<file path="config.mk">
export PLATFORM = sky130hd
export DESIGN_NAME = queue_dispatcher_flat
export DESIGN_NICKNAME = d
export VERILOG_FILES = /design/src/rtl/queue_dispatcher_if.sv /design/src/rtl/queue_dispatcher.sv /design/src/flat_wrapper.sv
export SDC_FILE = /design/constraint.sdc
export NUM_CORES = 1
export LEC_CHECK = 0
export ABC_CLOCK_PERIOD_IN_PS = 2500
export CAP_MARGIN = 15
export CORE_AREA = 2 2 158 160
export DETAILED_ROUTE_END_ITERATION = 10
export DIE_AREA = 0 0 160 162
export PLACE_DENSITY = 0.67
export SYNTH_ARGS = -nofsm -noshare
export SYNTH_HDL_FRONTEND = slang
export SYNTH_SLANG_ARGS = --single-unit
</file>
<file path="constraint.sdc">
create_clock -name clock -period 2.5 [get_ports clock]
set_clock_uncertainty 0.15 [all_clocks]
set_input_delay 0.5 -clock clock [delete_from_list [all_inputs] [get_ports clock]]
set_output_delay 0.5 -clock clock [all_outputs]
set_load 0.02 [all_outputs]
</file>
<file path="src/rtl/queue_dispatcher_if.sv">
// Downstream beat channel of the queue dispatcher: registered payload plus the
// index of the queue it was popped from, on a valid/ready handshake.
interface queue_dispatcher_if #(
    parameter int DATA_WIDTH   = 64,
    parameter int SOURCE_WIDTH = 2
);
    logic                    m_valid;
    logic                    m_ready;
    logic [DATA_WIDTH-1:0]   m_data;
    logic [SOURCE_WIDTH-1:0] m_source;

    modport master (output m_valid, m_data, m_source, input m_ready);
    modport slave  (input m_valid, m_data, m_source, output m_ready);
endinterface

</file>
<file path="src/rtl/queue_dispatcher.sv">
// Pops the scheduler-selected FWFT queue into a one-beat output register and
// keeps saturating per-queue service counters plus a sticky bad-selection flag.
module queue_dispatcher #(
    parameter int NUMBER_OF_QUEUES = 4,
    parameter int DATA_WIDTH       = 64,
    parameter int COUNTER_WIDTH    = 16,
    localparam int SEL_W           = $clog2(NUMBER_OF_QUEUES)
) (
    input  logic                                              clock,
    input  logic                                              reset,
    input  logic                                              sched_valid,
    input  logic [SEL_W-1:0]                                  sched_selection,
    input  logic [NUMBER_OF_QUEUES-1:0]                       empty,
    input  logic [NUMBER_OF_QUEUES-1:0][DATA_WIDTH-1:0]       queue_data,
    output logic [NUMBER_OF_QUEUES-1:0]                       pop,
    queue_dispatcher_if.master                                m,
    output logic [NUMBER_OF_QUEUES-1:0][COUNTER_WIDTH-1:0]    served_count,
    output logic                                              sel_error
);
    typedef enum logic {IDLE, HOLD} state_t;

    state_t                                             state_reg;
    logic                                               m_valid_reg;
    logic [DATA_WIDTH-1:0]                              m_data_reg;
    logic [SEL_W-1:0]                                   m_source_reg;
    logic                                               sel_error_reg;
    logic [NUMBER_OF_QUEUES-1:0][COUNTER_WIDTH-1:0]     count_reg;

    logic [NUMBER_OF_QUEUES-1:0]                        req_hit;
    logic                                               legal;
    logic                                               slot_free;
    logic [DATA_WIDTH-1:0]                              sel_data;

    // Per-queue match: an out-of-range selection hits nothing and so is illegal.
    generate
        for (genvar gi = 0; gi < NUMBER_OF_QUEUES; gi++) begin : g_queue
            assign req_hit[gi] = sched_valid && !empty[gi] &&
                                 (sched_selection == SEL_W'(gi));
            assign pop[gi]     = req_hit[gi] && slot_free && reset;
        end
    endgenerate

    assign legal     = |req_hit;
    assign slot_free = (state_reg == IDLE) || m.m_ready;

    always_comb begin
        sel_data = '0;
        for (int i = 0; i < NUMBER_OF_QUEUES; i++) begin
            if (req_hit[i]) sel_data = queue_data[i];
        end
    end

    always_ff @(posedge clock or negedge reset) begin
        if (!reset) begin
            state_reg     <= IDLE;
            m_valid_reg   <= 1'b0;
            m_data_reg    <= '0;
            m_source_reg  <= '0;
            sel_error_reg <= 1'b0;
        end else begin
            if (sched_valid && !legal) sel_error_reg <= 1'b1;
            case (state_reg)
                IDLE: begin
                    if (legal) begin
                        m_data_reg   <= sel_data;
                        m_source_reg <= sched_selection;
                        m_valid_reg  <= 1'b1;
                        state_reg    <= HOLD;
                    end
                end
                HOLD: begin
                    // Reload on handshake keeps the stream bubble-free.
                    if (m.m_ready) begin
                        if (legal) begin
                            m_data_reg   <= sel_data;
                            m_source_reg <= sched_selection;
                        end else begin
                            m_valid_reg  <= 1'b0;
                            state_reg    <= IDLE;
                        end
                    end
                end
                default: state_reg <= IDLE;
            endcase
        end
    end

    always_ff @(posedge clock or negedge reset) begin
        if (!reset) begin
            count_reg <= '0;
        end else begin
            for (int i = 0; i < NUMBER_OF_QUEUES; i++) begin
                if (pop[i] && (count_reg[i] != '1)) begin
                    count_reg[i] <= count_reg[i] + 1'b1;
                end
            end
        end
    end

    assign m.m_valid    = m_valid_reg;
    assign m.m_data     = m_data_reg;
    assign m.m_source   = m_source_reg;
    assign served_count = count_reg;
    assign sel_error    = sel_error_reg;
endmodule

</file>
<file path="src/flat_wrapper.sv">
// flat-port wrapper written by rule: the top's interface ports become plain ports
module queue_dispatcher_flat 
#(
    parameter int NUMBER_OF_QUEUES = 4,
    parameter int DATA_WIDTH       = 64,
    parameter int COUNTER_WIDTH    = 16,
    localparam int SEL_W           = $clog2(NUMBER_OF_QUEUES)
)
  (clock, reset, sched_valid, sched_selection, empty, queue_data, pop, served_count, sel_error, m_m_valid, m_m_data, m_m_source, m_m_ready);
  queue_dispatcher_if #(.DATA_WIDTH(DATA_WIDTH), .SOURCE_WIDTH(($clog2((3))))) m_i ();
  input  logic clock;
  input  logic reset;
  input  logic sched_valid;
  input  logic [SEL_W-1:0] sched_selection;
  input  logic [NUMBER_OF_QUEUES-1:0] empty;
  input  logic [NUMBER_OF_QUEUES-1:0][DATA_WIDTH-1:0] queue_data;
  output logic [NUMBER_OF_QUEUES-1:0] pop;
  output logic [NUMBER_OF_QUEUES-1:0][COUNTER_WIDTH-1:0] served_count;
  output logic sel_error;
  output wire logic [$bits(m_i.m_valid)-1:0] m_m_valid;
  output wire logic [$bits(m_i.m_data)-1:0] m_m_data;
  output wire logic [$bits(m_i.m_source)-1:0] m_m_source;
  input wire logic [$bits(m_i.m_ready)-1:0] m_m_ready;
  assign m_m_valid = m_i.m_valid;
  assign m_m_data = m_i.m_data;
  assign m_m_source = m_i.m_source;
  assign m_i.m_ready = m_m_ready;
  queue_dispatcher #(.NUMBER_OF_QUEUES(NUMBER_OF_QUEUES), .DATA_WIDTH(DATA_WIDTH), .COUNTER_WIDTH(COUNTER_WIDTH)) u_core (.clock(clock), .reset(reset), .sched_valid(sched_valid), .sched_selection(sched_selection), .empty(empty), .queue_data(queue_data), .pop(pop), .m(m_i), .served_count(served_count), .sel_error(sel_error));
endmodule
</file>
==> results of run 1 <==
==> power groups by stage <==
stage               clock network, mW  registers [mW]  logic, mW
detailed placement                  0            2.84       2.51
global placement                    0            2.83       2.48
floorplan                           0            3.26      0.547
global route                     2.69            2.87       2.66
finish                           2.53            2.81       2.49
CTS                              2.59            2.81       2.51
==> cell type report <==
cell class	count	share of cell area (%)
inverter	9	0.2764
sequential	133	27.23
clock inverter	15	1.321
antenna	1	0.02048
clock buffer	17	3.481
tap	324	3.317
multi-input combinational	537	27.57
timing repair buffer	455	36.78
==> kinds of logic (layout without fill, tap and decap cells) <==
logic type	Yosys count	in the layout	share of synthesized area [%]
multiplexers	11	11	1.766
AO/OA/AOI/OAI	207	207	21.17
buffers and inverters	58	496	3.712
adder cells (fa/ha/maj)	4	4	0.7207
AND/OR/NAND/NOR	263	263	18.14
XOR/XNOR	52	52	6.559
other	0	1	0
flip-flops	133	133	47.93
==> worst max-delay path, stage by stage <==
cell and delay [ns]:
clkdlybuf4s50_1 0.53, buf_4 0.16, and4bb_2 0.23, and3_1 0.19, buf_2 0.18
==> Yosys cell counts, drive strengths merged (5+ instances only) <==
| master | count |
|---|---|
| a21oi | 7 |
| buf | 27 |
| and4 | 5 |
| xor2 | 14 |
| mux2 | 10 |
| nor3 | 11 |
| clkbuf | 22 |
| dfrtp | 133 |
| o21ai | 60 |
| nor2 | 80 |
| nand3 | 29 |
| inv | 9 |
| xnor2 | 38 |
| a31oi | 65 |
| nand2 | 90 |
| a221o | 59 |
| nand4 | 21 |
| a22oi | 10 |
==> placed cells by master (no fill, tap or decap), drive strengths merged, types with 5 or more instances in the layout <==
cell type        n
o21ai           60
nor3            11
and4             5
nand3           29
clkbuf          17
a21oi            7
xor2            14
dfrtp          133
inv             18
nand2           90
nor2            80
nand4           21
mux2            10
xnor2           38
a31oi           65
a221o           59
clkdlybuf4s50  394
buf             57
a22oi           10
==> per-stage QoR <==
stage	setup WS, ns	power, mW	setup TNS (ns)	std cells
global route	0.002538	8.222	0	1491
CTS	0.007392	7.916	0	1489
detailed placement	-0.4707	5.348	-24.70	1456
global placement	-0.4546	5.315	-22.02	1456
floorplan	0.3543	3.807	0	728
finish	0.05217	7.830	0	1491
==> routing by layer <==
layer / vias to the layer above / GRT usage (%)
met4: 2 / 7.084
li1: 3561 / -
met3: 50 / 6.333
met1: 3581 / 25.87
met2: 306 / 35.60
met5: - / 0
==> how the worst max path moves through the flow <==
stage | end
floorplan | u_core.served_count[46]
global placement | pop[2]
detailed placement | pop[3]
CTS | pop[3]
global route | pop[2]
finish | pop[1]
==> what timing repair did <==
item	4_1_cts	5_1_grt
hold buffers	1	0
hold endpoints to repair	14	0
endpoints found under the setup margin	4	2
setup buffers	0	1
resized for setup	17	1
pin swaps	2	0
==> qor.yml, run 1 <==
yosys:
  synth_top_area_share_pct: 47.93
  seq_area_frac_synth_pct: 47.93
  synth_warnings: 0
  synth_enable_flop_cells: 0
  syn_area_per_cell_um2: 9.539
  syn-num-nets: 998
  yosys-top-cells-area: "dfrtp_1, a221o_1, a31oi_1"
  netlist_area_um2: 6944
  ys_ff_latch: 133
  async_flop_share_pct: 100.0
  synth_flop_cell: "dfrtp_1"
  synth.distinct_cells: 44
  syn_inst: 728
  synth_top_area_cell: "dfrtp_1"
clock_tree:
  insertion_delay_ns: 0.42
  path_clk_slew_ns: 0.06
  cts_tree: "built"
  cts_buffers: 17
  clockBufferDepth: 2
  clock_sinks: 133
  cts_max_level: 4
  root_buffer: "clkbuf_16"
flow_run:
  cap_violations: 0
placed_design:
  dp_hpwl_mm: 21.00
  port_buffers: 401
  gp_congestion: 0.8227
  placed_area_um2: 11630
global_routing:
  grt_max_degree: 72
  grtUsageTotal_pct: 21.10
  grt_first_pass_wirelength_mm: 42.42
  grt_pass1_vias: 7468
  overflow: 0
  antenna_found_initial: 2
timing:
  worst_hold_slack_ns: 0.3110
  finalSetupViolations: 0
  fmax_mhz: 408.5
  hold_viol: 0
  drv_slew: 0
  rsz0062_at_grt: "no"
  max-slew-margin-rel_pct: 39.05
  tightest_slew_ns: 0.9142
  finalCritPeriodShare_pct: 97.91
  finalWorstPathRequiredPeriod_ns: 2.448
setup_path:
  timing.rr.end: "u_core.served_count[52]"
  timing.rr.start: "u_core.served_count[49]"
  arrival_ns: 1.80
  ff2ff_setup_slack_ns: 0.45
  cp_max_fo: 4
  critical_path_class: "primary input to output pin"
  required_ns: 1.85
  cp-end-kind: "output pin"
  cp-startpoint: "sched_valid"
  r2r_cells: 7
  start_kind: "primary input"
cells_and_area:
  utilization_pct: 50.70
  finalInstanceArea_um2: 12220
  register_area_um2: 3328
  drive_gt1_share_pct: 9.520
  multi_input_area_um2: 3369
  syn_to_final_growth_pct: 75.98
  n_fill_cell: 2327
  nets: 1423
power_and_ir_drop:
  combPwrFrac_pct: 31.8
  sw_frac_of_total_pct: 32.78
  seq_power_share_pct: 35.9
  netSwitchingPower_mw: 2.567
  leakagePower_nw: 4.802
  max-vdd-ir-drop_mv: 0.3303
  p_int_mw: 5.263
  pwr-share-clk_pct: 32.3
  power_density_nw_per_um2: 640.7
route:
  wl_per_cell_um: 18.76
  routed_wl_mm: 27.97
  top_layer: "met5"
  ant_nets: 0
  drc: 0
  route.layer.met1.wl_mm: 11.47
  avgViaCountPerCell: 5.030
  wl_met3_mm: 2.082
  dr.pass1.iters: 6
  vias: 7500
  wl_met2_mm: 13.58
  detail_route.iter0.violations: 445
floorplan:
  dieArea_um2: 25920
  rows: 57
  ios: 402
  die_width_um: 160
  initial_core_util_pct: 28.81
  core_um2: 24110
  fp.dieH_um: 162
min_path:
  whs_endpoint: "u_core.m.m_valid"
  hold_class: "flop to flop"
  holdPathStages: 1
  min_from: "u_core.state_reg"
status:
  status: "completed"
(Power assumes the default switching activity.)
==> inputs of run 2 (changes only) <==
Settings changed: PLACE_DENSITY 0.67 to 0.74.
==> run 2 against run 1 <==
Final cell count increased by 0.20%. First-iteration DRC count increased by 33%. Highest routed layer is now met4. Flip-flop and latch count unchanged. Largest cell class unchanged. Combinational power about the same. Via count increased by 0.83%. Maximum frequency increased by 0.71%.
==> qor.yml, run 2 (same netlist as run 1, synthesis figures left out) <==
power_and_ir_drop:
  seq_power_share_pct: 35.3
  p_int_mw: 5.503
  max-vdd-ir-drop_mv: 0.4098
  power_density_nw_per_um2: 647.8
  power_mw: 7.986
  netSwitchingPower_mw: 2.482
  sw_frac_of_total_pct: 31.08
  combPwrFrac_pct: 31.3
  leakagePower_nw: 4.855
  pwr-share-clk_pct: 33.5
cells_and_area:
  final_cell_mix: "clkdlybuf4s50_1, dfrtp_1, nand2_1"
  layout_commonest_cell: "clkdlybuf4s50_1"
  syn_to_final_growth_pct: 77.51
  drive_gt1_share_pct: 9.503
  nets: 1426
  utilization_pct: 51.14
clock_tree:
  clock_sinks: 133
  cts_max_level: 4
  insertion_delay_ns: 0.42
  cts_tree: "built"
  path_clk_slew_ns: 0.06
  root_buffer: "clkbuf_16"
  clockBufferDepth: 2
  cts_buffers: 17
floorplan:
  rows: 57
  core_um2: 24110
  ios: 402
  dieArea_um2: 25920
  initial_core_util_pct: 28.81
  fp.dieH_um: 162
  die_width_um: 160
global_routing:
  overflow: 0
  grtUsageTotal_pct: 20.84
  antenna_found_initial: 2
  grt_max_degree: 71
  grt_first_pass_wirelength_mm: 42.11
  grt_pass1_vias: 7416
timing:
  hold_viol: 0
  finalWorstPathRequiredPeriod_ns: 2.431
  fmax_mhz: 411.4
  tns_ns: 0
  drv_slew: 0
  max-slew-margin-rel_pct: 38.14
  finalSetupViolations: 0
  tightest_slew_ns: 0.9279
  setup_ws_ns: 0.06950
  rsz0062_at_grt: "no"
  worst_hold_slack_ns: 0.3099
  finalCritPeriodShare_pct: 97.22
route:
  ant_nets: 0
  dr.pass1.iters: 5
  drc: 0
  avgViaCountPerCell: 5.062
  detail_route.iter0.violations: 594
  wl_per_cell_um: 18.37
  vias: 7562
  routed_wl_mm: 27.45
setup_path:
  timing.rr.start: "u_core.served_count[16]"
  ff2ff_setup_slack_ns: 0.42
  arrival_ns: 1.78
  required_ns: 1.85
  critical_path_class: "primary input to output pin"
  cp-end-kind: "output pin"
  crit_end: "pop[1]"
  timing.rr.end: "u_core.served_count[17]"
  start_kind: "primary input"
  r2r_cells: 5
  cp-startpoint: "m_m_ready"
  cp_max_fo: 5
placed_design:
  dp_hpwl_mm: 21.00
  port_buffers: 401
  gp_congestion: 0.8910
  preCtsSetupSlack_ns: -0.4349
min_path:
  hold_class: "flop to flop"
flow_run:
  cap_violations: 0
status:
  status: "completed"
run 2: changes by cell type in the layout (fill, tap and decap cells not counted), sizes merged:
cell,change
clkbuf,+4
inv,-4
bufinv,+2
clkinvlp,-2
buf,+1
clkdlybuf4s50,-1
clkinv,+1
diode,+1
dlygate4sd2,+1
run 2: final cells by class:
type	instances	area, um^2
timing repair buffer	458	4564
antenna	2	5.005
clock buffer	19	452.9
tap	324	405.4
multi-input combinational	537	3369
sequential	133	3328
inverter	9	33.78
clock inverter	12	167.7
fill	2254	11780
run 2: how the worst min path moves through the flow:
stage	startpoint	to	slack [ns]	cells after the start
floorplan	reset	u_core.m.m_data[0]	0.05	0
global placement	u_core.sel_error	u_core.sel_error	0.29	1
detailed placement	u_core.sel_error	u_core.sel_error	0.30	1
CTS	u_core.sel_error	u_core.sel_error	0.32	1
global route	u_core.served_count[26]	u_core.served_count[26]	0.35	1
finish	u_core.sel_error	u_core.sel_error	0.31	1
run 2: layer usage:
metal	track usage [%]	wire length, um	vias to the layer above
met3	5.388	2076	47
met2	35.48	13570	356
met1	25.27	11000	3594
met4	8.395	800	0
met5	0	0	-
li1	-	-	3565
run 2: critical path: stages:
cell and delay [ns]:
clkdlybuf4s50_1 0.48, nand2b_1 0.21, and3_1 0.25, clkdlybuf4s15_1 0.34
run 2: timing repair:
item | 4_1_cts | 5_1_grt
setup buffers | 1 | 0
hold buffers | 1 | 0
hold endpoints to repair | 51 | 0
pin swaps | 2 | 2
gates resized for setup | 11 | 4
setup endpoints to repair | 4 | 4
run 2: power by group through the flow:
stage / Clock [mW] / Sequential, mW / Combinational, mW
final: 2.67 / 2.82 / 2.50
after global routing: 2.83 / 2.88 / 2.68
after CTS: 2.73 / 2.82 / 2.53
after detailed placement: 0 / 2.85 / 2.52
after global placement: 0 / 2.84 / 2.49
after floorplan: 0 / 3.26 / 0.547
run 2: per-stage QoR:
step                instance area (um^2)  std cells
floorplan                           6944        728
global placement                   11700       1459
detailed placement                 11700       1459
CTS                                12340       1492
global route                       12330       1494
finish                             12330       1494
